--- src/rtl/uart_echo_engine.sv ---
// UART echo engine: offsets each RX byte, buffers it in a FIFO, replays it to TX.
// Optional ECHO_STATS_EN adds rx_count / drop_count statistics outputs.
module uart_echo_engine #(
    parameter int DATA_W       = 8,
    parameter int FIFO_DEPTH   = 16,
    parameter int OFFSET       = 1,
    parameter int BUSY_TIMEOUT = 64
) (
    input  logic                        clk,
    input  logic                        reset,
    input  logic [DATA_W-1:0]           rx_data,
    input  logic                        rx_busy,
    input  logic                        tx_busy,
    input  logic                        clr_ovf,
    output logic                        tx_start,
    output logic [DATA_W-1:0]           tx_data,
    output logic [$clog2(FIFO_DEPTH):0] fifo_level,
    output logic                        overflow
`ifdef ECHO_STATS_EN
    ,
    output logic [15:0]                 rx_count,
    output logic [15:0]                 drop_count
`endif
);

    localparam int AW = $clog2(FIFO_DEPTH);
    localparam int LW = AW + 1;
    localparam int CW = $clog2(BUSY_TIMEOUT + 1);
    localparam logic [DATA_W-1:0] OFS      = DATA_W'(OFFSET);
    localparam logic [LW-1:0]     FULL_LVL = LW'(FIFO_DEPTH);
    localparam logic [CW-1:0]     TMO      = CW'(BUSY_TIMEOUT);

    typedef enum logic [1:0] {
        IDLE,
        START,
        WAIT_BUSY,
        WAIT_DONE
    } state_t;

    state_t            state;
    logic              busy_q;
    logic [DATA_W-1:0] mem [FIFO_DEPTH];
    logic [AW-1:0]     wr_ptr;
    logic [AW-1:0]     rd_ptr;
    logic [CW-1:0]     cnt;
    logic              push;
    logic              pop;
    logic              full;
    logic              accept;
    logic              drop;

    assign push   = busy_q & ~rx_busy;
    assign full   = (fifo_level == FULL_LVL);
    assign pop    = (state == IDLE) && (fifo_level != '0) && !tx_busy;
    // A pop in the same cycle frees the slot a full-FIFO push needs.
    assign accept = push && (!full || pop);
    assign drop   = push && full && !pop;

    always_ff @(posedge clk) begin
        if (accept) mem[wr_ptr] <= rx_data + OFS;
    end

    always_ff @(posedge clk or negedge reset) begin
        if (!reset) begin
            busy_q     <= 1'b0;
            wr_ptr     <= '0;
            rd_ptr     <= '0;
            fifo_level <= '0;
            overflow   <= 1'b0;
        end else begin
            busy_q <= rx_busy;
            if (accept) wr_ptr <= wr_ptr + 1'b1;
            if (pop) rd_ptr <= rd_ptr + 1'b1;
            case ({accept, pop})
                2'b10:   fifo_level <= fifo_level + 1'b1;
                2'b01:   fifo_level <= fifo_level - 1'b1;
                default: ;
            endcase
            if (drop) overflow <= 1'b1;
            else if (clr_ovf) overflow <= 1'b0;
        end
    end

    always_ff @(posedge clk or negedge reset) begin
        if (!reset) begin
            state    <= IDLE;
            tx_start <= 1'b0;
            tx_data  <= '0;
            cnt      <= '0;
        end else begin
            tx_start <= 1'b0;
            case (state)
                IDLE: begin
                    if (pop) begin
                        tx_data  <= mem[rd_ptr];
                        tx_start <= 1'b1;
                        state    <= START;
                    end
                end
                START: begin
                    cnt   <= CW'(1);
                    state <= WAIT_BUSY;
                end
                WAIT_BUSY: begin
                    // An unacknowledged byte is abandoned, not retried.
                    if (tx_busy) state <= WAIT_DONE;
                    else if (cnt == TMO) state <= IDLE;
                    else cnt <= cnt + 1'b1;
                end
                WAIT_DONE: begin
                    if (!tx_busy) state <= IDLE;
                end
                default: state <= IDLE;
            endcase
        end
    end

`ifdef ECHO_STATS_EN
    always_ff @(posedge clk or negedge reset) begin
        if (!reset) begin
            rx_count   <= '0;
            drop_count <= '0;
        end else begin
            if (push) rx_count <= rx_count + 1'b1;
            if (drop) drop_count <= drop_count + 1'b1;
        end
    end
`endif

endmodule
--- config.mk ---
export PLATFORM = sky130hd
export DESIGN_NAME = uart_echo_engine
export DESIGN_NICKNAME = d
export VERILOG_FILES = /design/src/rtl/uart_echo_engine.sv
export SDC_FILE = /design/constraint.sdc
export NUM_CORES = 1
export LEC_CHECK = 0
export CORE_MARGIN = 5
export CORE_UTILIZATION = 26
export DETAILED_ROUTE_END_ITERATION = 8
export PLACE_DENSITY_LB_ADDON = 0.25
export SYNTH_ARGS = -nofsm -noshare
export SYNTH_HDL_FRONTEND = slang
export SYNTH_SLANG_ARGS = --single-unit
export TNS_END_PERCENT = 1
--- constraint.sdc ---
create_clock -name clk -period 9.2 [get_ports clk]
set_clock_uncertainty 0.15 [all_clocks]
set_input_delay 0.92 -clock clk [delete_from_list [all_inputs] [get_ports clk]]
set_output_delay 0.92 -clock clk [all_outputs]
set_load 0.05 [all_outputs]
==> flow_metrics.py, run 1 <==
metrics = {
    "status": {
        "status": "completed",
    },
    "synthesis": {
        "avgSynthCellArea_sq_um": 17.9,
        "synth_area_sq_um": 6820,
        "synth_top_family_by_area": "multiplexers",
        "ys_types": 51,
        "synthMuxAreaShare": 0.142,
        "synthSimpleGateAreaFrac": 0.0523,
        "ys_dominant_reg_cell": "edfxtp_1",
        "synthTopCellsByArea": "edfxtp_1, dfrtp_1, mux4_1, mux4_2, ha_1",
        "yosysTopAreaCell": "edfxtp_1",
        "yosysMostFrequentCell": "edfxtp_1",
        "yosys.area_share.xor_xnor": 0.0218,
        "ys_ff_latch": 161,
        "synthAdderAreaFrac": 0.0202,
        "yosysTopAreaCellShare": 0.564,
        "syn_inst": 381,
        "synth-compound-area-share": 0.0523,
        "synthTopCellsByCount": "edfxtp_1, dfrtp_1, mux4_1",
        "syn_nets": 405,
        "async_reset_ff_frac": 0.205,
        "synth_warnings": 0,
        "yosysSeqAreaShare": 0.685,
        "synth_edf_count": 128,
    },
    "final_layout": {
        "syn_to_final_growth_pct": 18.7,
        "instances_no_fill": 771,
        "drive_above_1_share": 0.190,
        "diodes": 0,
        "fill_cells": 2493,
        "finalNetCount": 448,
    },
    "clock_network": {
        "cts.clk_slew.worst_paths_ns": 0.06,
        "cts.sinks": 161,
        "cts_buffer_depth": 2,
        "cts_resized": 0,
        "cts-hold-fix-buffers": 0,
        "cts_setup_buffers": 0,
        "cts_max_level": 4,
        "cts_buffers": 17,
        "clkLatencyLatePin_ns": 0.42,
        "root_buffer": "clkbuf_16",
        "cts_tree": "yes",
    },
    "sta": {
        "clock.fmax_mhz": 252,
        "tightest_slew_ns": 1.24,
        "final_max_slew_viol_count": 0,
        "hold_violations": 0,
        "fin_crit_sh": 0.431,
        "tns_ns": 0,
        "finalSetupViolCount": 0,
        "layout_min_cycle_time_ns": 3.97,
        "slew_headroom": 0.173,
        "rsz0062_at_grt": "no",
    },
    "critical_path": {
        "slowest_stage": "or3_1",
        "critPathBufInv": 2,
        "path_depth": 11,
        "worstPathCellList": "clkdlybuf4s50_1 -> or3_1 -> a31oi_4 -> inv_2 -> ha_1 -> xor2_1 -> ha_1 -> a21o_1 -> a22oi_1 -> nor3_1 -> a2111oi_0",
        "crit_top_cell": "ha_1",
        "reg2reg_depth": 10,
        "crit_type": "in2reg",
        "required_ns": 9.33,
        "rr_startpoint": "fifo_level[1]",
        "crit_end": "fifo_level[4]",
        "start_kind": "primary input",
        "cp_slowest_stage_delay_ns": 0.50,
        "reg2reg_to": "fifo_level[4]",
        "crit_family": "compound AO/OA/AOI/OAI gates",
        "rrSetupSlack_ns": 5.76,
        "arrival_ns": 4.10,
        "cp_max_fo": 9,
        "crit_path_end_kind": "flop",
        "startpoint": "tx_busy",
    },
    "placed_design": {
        "io_buffer_count": 27,
        "dp.final_hpwl_microns": 8920,
        "post-place-cells": 740,
        "globalplace.congestion": 0.737,
    },
    "die": {
        "num_io_pins": 28,
        "start_util": 0.263,
        "core_sq_um": 25900,
        "rows": 59,
        "die_h_microns": 172,
        "die_w_microns": 172,
        "dieArea_sq_um": 29600,
    },
    "drt": {
        "drt-total-wl_microns": 13900,
        "wl_met2_microns": 6260,
        "vias_per_cell": 4.49,
        "maxUsedRoutingLayer": "met4",
        "drc": 0,
        "wl_per_cell_microns": 18.1,
        "drt-initial-drc-count": 276,
        "met1_length_microns": 6860,
        "firstDrtPassIters": 4,
        "ant_nets": 0,
        "wl_met3_microns": 651,
        "vias": 3464,
    },
    "global_routing": {
        "grtUsageTotal": 0.0984,
        "gr-total-overflow": 0,
        "grt_pass1_vias": 3562,
        "antenna_found_initial": 0,
        "grt_max_degree": 36,
        "grt_pass1_wl_microns": 21500,
    },
    "power_and_ir_drop": {
        "p_leak_uw": 0.00278,
        "clock_power_share": 0.290,
        "power_frac_seq": 0.411,
        "peakVddDrop_uv": 202,
        "intPower_uw": 1630,
        "comb_power_share": 0.299,
        "powerDensity_nw_per_um2": 302,
        "p_switching_uw": 809,
        "p_sw_frac": 0.331,
    },
    "min_path": {
        "hp-class": "reg2reg",
    },
    "job": {
        "drv_cap": 0,
    },
}
==> cell type report <==
| cell class | count | area, sq um | share of cell area |
|---|---|---|---|
| flip-flops and latches | 161 | 4670 | 0.578 |
| clock buffers | 19 | 433 | 0.0535 |
| repair buffers | 43 | 390 | 0.0483 |
| well taps | 335 | 419 | 0.0518 |
| clock inverters | 12 | 155 | 0.0192 |
| inverters | 14 | 52.6 | 0.00650 |
| multi-input cells | 187 | 1960 | 0.243 |
==> sequential cells by signal (all words and copies together) (netlist names) <==
| name | count |
|---|---|
| tx_start | 1 |
| overflow | 1 |
| rd_ptr | 4 |
| mem | 128 |
| tx_data | 8 |
| cnt | 7 |
| fifo_level | 5 |
| busy_q | 1 |
| wr_ptr | 4 |
| state | 2 |
==> stage by stage <==
step	power [uW]	setup slack, ns	hold WS [ns]	utilization	cell area (sq um)
6_report	2440	5.23	0.378	0.312	8090
5_1_grt	2560	5.07	0.399	0.312	8090
4_1_cts	2470	5.27	0.376	0.312	8090
3_5_place_dp	1760	4.83	0.369	0.289	7500
3_3_place_gp	1750	4.97	0.355	0.289	7500
2_1_floorplan	1550	5.60	0.328	-	6820
==> power by group through the flow <==
stage	clock, uW	sequential (uW)	combinational [uW]
floorplan	0	1050	501
finish	708	1000	730
CTS	728	1000	742
global route	758	1020	783
detailed placement	0	1020	739
global placement	0	1020	733
==> layout by cell type (no fill, tap or decap), types with 4 or more instances in the layout <==
| cell | netlist | final |
|---|---|---|
| nor3_1 | 7 | 7 |
| a21oi_1 | 12 | 12 |
| mux4_2 | 14 | 14 |
| mux4_1 | 18 | 18 |
| and3_1 | 7 | 7 |
| xnor2_1 | 10 | 10 |
| buf_4 | 3 | 16 |
| mux2_2 | 9 | 9 |
| xor2_1 | 7 | 7 |
| nand4_1 | 4 | 4 |
| nor2_1 | 8 | 8 |
| nor4_1 | 4 | 4 |
| ha_1 | 11 | 11 |
| edfxtp_1 | 128 | 128 |
| clkdlybuf4s50_1 | 0 | 27 |
| nand2b_1 | 5 | 5 |
| o22ai_1 | 14 | 14 |
| dfrtp_1 | 33 | 31 |
| inv_1 | 13 | 13 |
| o22ai_2 | 4 | 4 |
| nand3_1 | 8 | 8 |
| nand2_1 | 10 | 10 |
| clkbuf_16 | 0 | 17 |
| mux2_1 | 4 | 4 |
==> worst min-delay path by stage <==
stage,start,endpoint,depth (start not counted)
after floorplan,rd_ptr[2],rd_ptr[2],1
final,cnt[5],cnt[5],1
after global routing,cnt[5],cnt[5],1
after global placement,cnt[5],cnt[5],1
after CTS,cnt[5],cnt[5],1
after detailed placement,cnt[5],cnt[5],1
==> logic make-up (layout without fill, tap and decap cells) <==
logic type,count (synthesis),in the layout
buffers and inverters,33,88
adders and majority gates,11,11
and+or+nand+nor,63,63
xor gates and xnor gates,17,17
DFF,161,161
AOI/OAI and AO/OA,48,48
muxes,48,48
==> layer usage <==
| layer | vias up | global-route usage |
|---|---|---|
| met5 | - | 0 |
| met4 | 0 | 0.0287 |
| met3 | 10 | 0.0309 |
| met2 | 64 | 0.145 |
| met1 | 1773 | 0.140 |
| li1 | 1617 | - |
No activity file was read; power rests on OpenSTA's default activity.
==> run 2, diff against run 1 <==
==> constraint.sdc (replaced) <==
create_clock -name clk -period 4.05 [get_ports clk]
set_clock_uncertainty 0.15 [all_clocks]
set_input_delay 0.405 -clock clk [delete_from_list [all_inputs] [get_ports clk]]
set_output_delay 0.405 -clock clk [all_outputs]
set_load 0.05 [all_outputs]
==> flow_metrics.py, run 2 (same netlist as run 1, synthesis figures left out) <==
metrics = {
    "min_path": {
        "hp-class": "in2async",
    },
    "critical_path": {
        "crit_type": "reg2reg",
        "cp_max_fo": 9,
        "crit_path_end_kind": "flop",
        "startpoint": "fifo_level[1]",
        "required_ns": 4.19,
        "arrival_ns": 3.50,
        "start_kind": "flop",
        "rr_startpoint": "fifo_level[1]",
    },
    "power_and_ir_drop": {
        "peakVddDrop_uv": 512,
        "powerDensity_nw_per_um2": 678,
        "p_leak_uw": 0.00281,
        "comb_power_share": 0.292,
        "p_sw_frac": 0.346,
        "p_switching_uw": 1910,
        "power_frac_seq": 0.425,
        "intPower_uw": 3610,
        "clock_power_share": 0.283,
    },
    "sta": {
        "rsz0062_at_grt": "no",
        "finalSetupViolCount": 0,
        "clock.fmax_mhz": 298,
        "slew_headroom": 0.186,
        "hold_violations": 0,
        "tightest_slew_ns": 1.22,
        "layout_min_cycle_time_ns": 3.36,
        "fin_crit_sh": 0.829,
        "tns_ns": 0,
        "final_max_slew_viol_count": 0,
    },
    "final_layout": {
        "final_area_sq_um": 8130,
        "layout_commonest_cell": "edfxtp_1",
        "largest_register_ffs": 128,
        "finalNetCount": 453,
        "largestRegisters": "mem: 128 flops, tx_data: 8 flops, cnt: 7 flops",
        "syn_to_final_growth_pct": 19.3,
        "diodes": 0,
        "regMostFlops": "mem",
        "post-route-util": 0.314,
        "fill_cells": 2485,
        "drive_above_1_share": 0.206,
        "instances_no_fill": 777,
        "mostFrequentLayoutCells": "edfxtp_1, dfrtp_1, clkdlybuf4s50_1",
    },
    "clock_network": {
        "cts_setup_buffers": 0,
        "cts_tree": "yes",
        "cts.clk_slew.worst_paths_ns": 0.07,
        "cts_buffers": 17,
        "cts_buffer_depth": 2,
        "clkLatencyLatePin_ns": 0.42,
        "cts.sinks": 161,
        "cts_resized": 0,
        "root_buffer": "clkbuf_16",
        "cts_max_level": 4,
        "cts-hold-fix-buffers": 0,
    },
    "global_routing": {
        "antenna_found_initial": 0,
        "gr-total-overflow": 0,
        "grt_max_degree": 34,
        "grt_pass1_vias": 3692,
        "grt_pass1_wl_microns": 22300,
        "grtUsageTotal": 0.104,
    },
    "die": {
        "die_h_microns": 172,
        "start_util": 0.263,
        "rows": 59,
        "num_io_pins": 28,
        "core_sq_um": 25900,
        "die_w_microns": 172,
        "dieArea_sq_um": 29600,
    },
    "placed_design": {
        "dp.final_hpwl_microns": 9480,
        "io_buffer_count": 27,
        "post-place-cells": 744,
        "globalplace.congestion": 0.733,
        "place_area_sq_um": 7530,
    },
    "drt": {
        "drc": 0,
        "vias": 3520,
        "ant_nets": 0,
        "vias_per_cell": 4.53,
        "wl_per_cell_microns": 18.9,
        "firstDrtPassIters": 4,
        "drt-total-wl_microns": 14700,
        "drt-initial-drc-count": 244,
    },
    "job": {
        "drv_cap": 0,
    },
    "status": {
        "status": "completed",
    },
}
==> run 2: cell types whose count changed in the layout (fill, tap and decap cells not counted), sizes merged <==
cell      before  now
buf           16   20
clkinv         5    8
inv           17   20
bufinv         3    1
clkbuf        19   18
clkinvlp       1    0
==> run 2: stage by stage <==
stage                     worst slack (ns)  hold slack (ns)  total power [uW]
after global routing                 0.479            0.104              5800
after detailed placement             0.306            0.375              4010
final                                0.693           0.0848              5520
after floorplan                      0.704          -0.0406              3510
after CTS                            0.694            0.284              5580
after global placement               0.413            0.356              3980
==> run 2: worst paths after layout <==
path                       slack (ns)  cells past startpoint             to
min in group clk                 0.30                      1         busy_q
setup reg to reg                 0.69                     10  fifo_level[4]
max in group asynchronous        2.99                      3         cnt[2]
hold / removal                   0.08                      1  fifo_level[4]
setup / recovery                 0.69                     10  fifo_level[4]
hold reg to reg                  0.37                      1      rd_ptr[2]
==> run 2: layer usage <==
layer | GRT usage | vias to the layer above | share of wire
li1 | - | 1620 | -
met1 | 0.144 | 1801 | 0.46
met2 | 0.158 | 84 | 0.46
met3 | 0.0274 | 15 | 0.063
met4 | 0.0359 | 0 | 0.014
met5 | 0 | - | 0
==> run 2: critical path: stages, from the launching register on <==
cell,delay (ns)
dfrtp_1,0.50
nor4_4,0.52
a31oi_4,0.21
inv_2,0.18
ha_1,0.38
xor2_1,0.19
ha_1,0.24
a21o_1,0.13
a22oi_1,0.09
o211a_1,0.22
a2111oi_0,0.40
==> run 2: final cells by class <==
cell class / instances / area (sq um) / share of cell area
sequential: 161 / 4670 / 0.575
multi-input combinational: 187 / 1960 / 0.242
timing repair buffer: 48 / 445 / 0.0548
clock buffer: 17 / 425 / 0.0523
tap: 335 / 419 / 0.0515
clock inverter: 15 / 153 / 0.0188
inverter: 14 / 52.6 / 0.00646
==> run 2: power groups by stage <==
stage	combinational, uW	clock [uW]	sequential (uW)
after floorplan	1140	0	2380
after global placement	1600	0	2370
after global routing	1740	1680	2380
after CTS	1630	1600	2350
after detailed placement	1630	0	2390
final	1610	1560	2340
==> run 3, diff against run 2 <==
==> constraint.sdc (replaced) <==
create_clock -name clk -period 3.4 [get_ports clk]
set_clock_uncertainty 0.15 [all_clocks]
set_input_delay 0.34 -clock clk [delete_from_list [all_inputs] [get_ports clk]]
set_output_delay 0.34 -clock clk [all_outputs]
set_load 0.05 [all_outputs]
==> flow_metrics.py, run 3 (same netlist as run 1, synthesis figures left out) <==
metrics = {
    "die": {
        "rows": 59,
        "die_h_microns": 172,
        "start_util": 0.263,
        "core_sq_um": 25900,
        "num_io_pins": 28,
        "dieArea_sq_um": 29600,
        "die_w_microns": 172,
    },
    "clock_network": {
        "cts.sinks": 161,
        "cts_resized": 0,
        "root_buffer": "clkbuf_16",
        "cts_tree": "yes",
        "cts_setup_buffers": 0,
        "cts_max_level": 4,
        "cts.clk_slew.worst_paths_ns": 0.07,
        "cts_buffer_depth": 2,
        "cts-hold-fix-buffers": 0,
        "clkLatencyLatePin_ns": 0.43,
        "cts_buffers": 17,
    },
    "power_and_ir_drop": {
        "p_sw_frac": 0.346,
        "peakVddDrop_uv": 470,
        "p_leak_uw": 0.00283,
        "powerDensity_nw_per_um2": 810,
        "power_uw": 6630,
        "power_frac_seq": 0.407,
        "p_switching_uw": 2290,
        "clock_power_share": 0.287,
        "intPower_uw": 4340,
        "comb_power_share": 0.306,
    },
    "drt": {
        "wl_per_cell_microns": 18.1,
        "firstDrtPassIters": 4,
        "drt-initial-drc-count": 290,
        "drc": 0,
        "ant_nets": 0,
        "vias": 3519,
        "drt-total-wl_microns": 14100,
        "vias_per_cell": 4.50,
    },
    "placed_design": {
        "dp.final_hpwl_microns": 9190,
        "place_area_sq_um": 7580,
        "dpl_worst_slack_ns": 0.124,
        "globalplace.congestion": 0.723,
        "post-place-cells": 750,
        "io_buffer_count": 27,
    },
    "sta": {
        "hold_violations": 0,
        "fin_crit_sh": 0.856,
        "tightest_slew_ns": 1.00,
        "final_max_slew_viol_count": 0,
        "layout_min_cycle_time_ns": 2.91,
        "clock.fmax_mhz": 343,
        "slew_headroom": 0.331,
        "rsz0062_at_grt": "no",
        "finalSetupViolCount": 0,
        "setup_ws_ns": 0.488,
        "tns_ns": 0,
    },
    "global_routing": {
        "grt_max_degree": 34,
        "gr-total-overflow": 0,
        "grtUsageTotal": 0.101,
        "antenna_found_initial": 0,
        "grt_pass1_wl_microns": 22000,
        "grt_pass1_vias": 3632,
    },
    "critical_path": {
        "cp_max_fo": 8,
        "arrival_ns": 3.06,
        "rrSetupSlack_ns": 0.49,
        "crit_path_end_kind": "flop",
        "crit_end": "fifo_level[4]",
        "required_ns": 3.55,
        "reg2reg_to": "fifo_level[4]",
        "rr_startpoint": "fifo_level[1]",
        "startpoint": "fifo_level[1]",
        "crit_type": "reg2reg",
        "start_kind": "flop",
        "reg2reg_depth": 10,
    },
    "final_layout": {
        "largestRegisters": "mem: 128 flops, tx_data: 8 flops, cnt: 7 flops",
        "multiInputGateArea_sq_um": 1960,
        "instances_no_fill": 782,
        "regMostFlops": "mem",
        "finalNetCount": 458,
        "diodes": 0,
        "fill_cells": 2492,
        "seqCellArea_sq_um": 4670,
        "largest_register_ffs": 128,
        "final_area_sq_um": 8180,
        "mostFrequentLayoutCells": "edfxtp_1, dfrtp_1, clkdlybuf4s50_1",
        "syn_to_final_growth_pct": 20.1,
        "drive_above_1_share": 0.213,
        "layout_commonest_cell": "edfxtp_1",
    },
    "status": {
        "status": "completed",
    },
    "job": {
        "drv_cap": 0,
    },
    "min_path": {
        "hp-class": "in2reg",
    },
}
[run 3: critical path: stages (launching register included)]
cell and delay [ns]:
dfrtp_1 0.49, nor4_4 0.53, a31oi_4 0.15, inv_2 0.07, ha_1 0.17, xor2_1 0.15
ha_1 0.23, a21o_1 0.15, a22oi_1 0.11, o211a_1 0.24, a2111oi_0 0.35
[run 3: cell type report]
| type | count | share of cell area |
|---|---|---|
| flip-flops and latches | 161 | 0.571 |
| multi-input cells | 187 | 0.240 |
| repair buffers | 53 | 0.0584 |
| clock buffers | 17 | 0.0520 |
| well taps | 335 | 0.0512 |
| clock inverters | 15 | 0.0211 |
| inverters | 14 | 0.00642 |
[run 3: worst min path at each step]
| stage | start | end | slack, ns | cells after the start |
|---|---|---|---|---|
| after floorplan | reset | busy_q | -0.11 | 0 |
| after global placement | cnt[5] | cnt[5] | 0.36 | 1 |
| after detailed placement | cnt[5] | cnt[5] | 0.37 | 1 |
| after CTS | rx_busy | busy_q | 0.21 | 1 |
| after global routing | rx_busy | busy_q | 0.22 | 1 |
| final | rx_busy | busy_q | 0.23 | 1 |
[run 3: power by group through the flow]
stage          registers (uW)  logic [uW]  clock network, uW
2_1_floorplan            2830        1350                  0
4_1_cts                  2700        2060               1960
6_report                 2700        2030               1900
5_1_grt                  2740        2180               2050
3_5_place_dp             2740        2050                  0
3_3_place_gp             2740        2030                  0
[run 3: layer usage]
metal	wire (microns)	global-route usage	vias up
li1	-	-	1635
met1	6870	0.141	1813
met2	6480	0.153	64
met3	681	0.0299	7
met4	112	0.0277	0
met5	0	0	-
[run 3: metrics by stage]
step	hold slack [ns]	utilization
after floorplan	-0.106	-
final	0.234	0.316
after detailed placement	0.366	0.293
after CTS	0.214	0.316
after global placement	0.356	0.293
after global routing	0.216	0.316
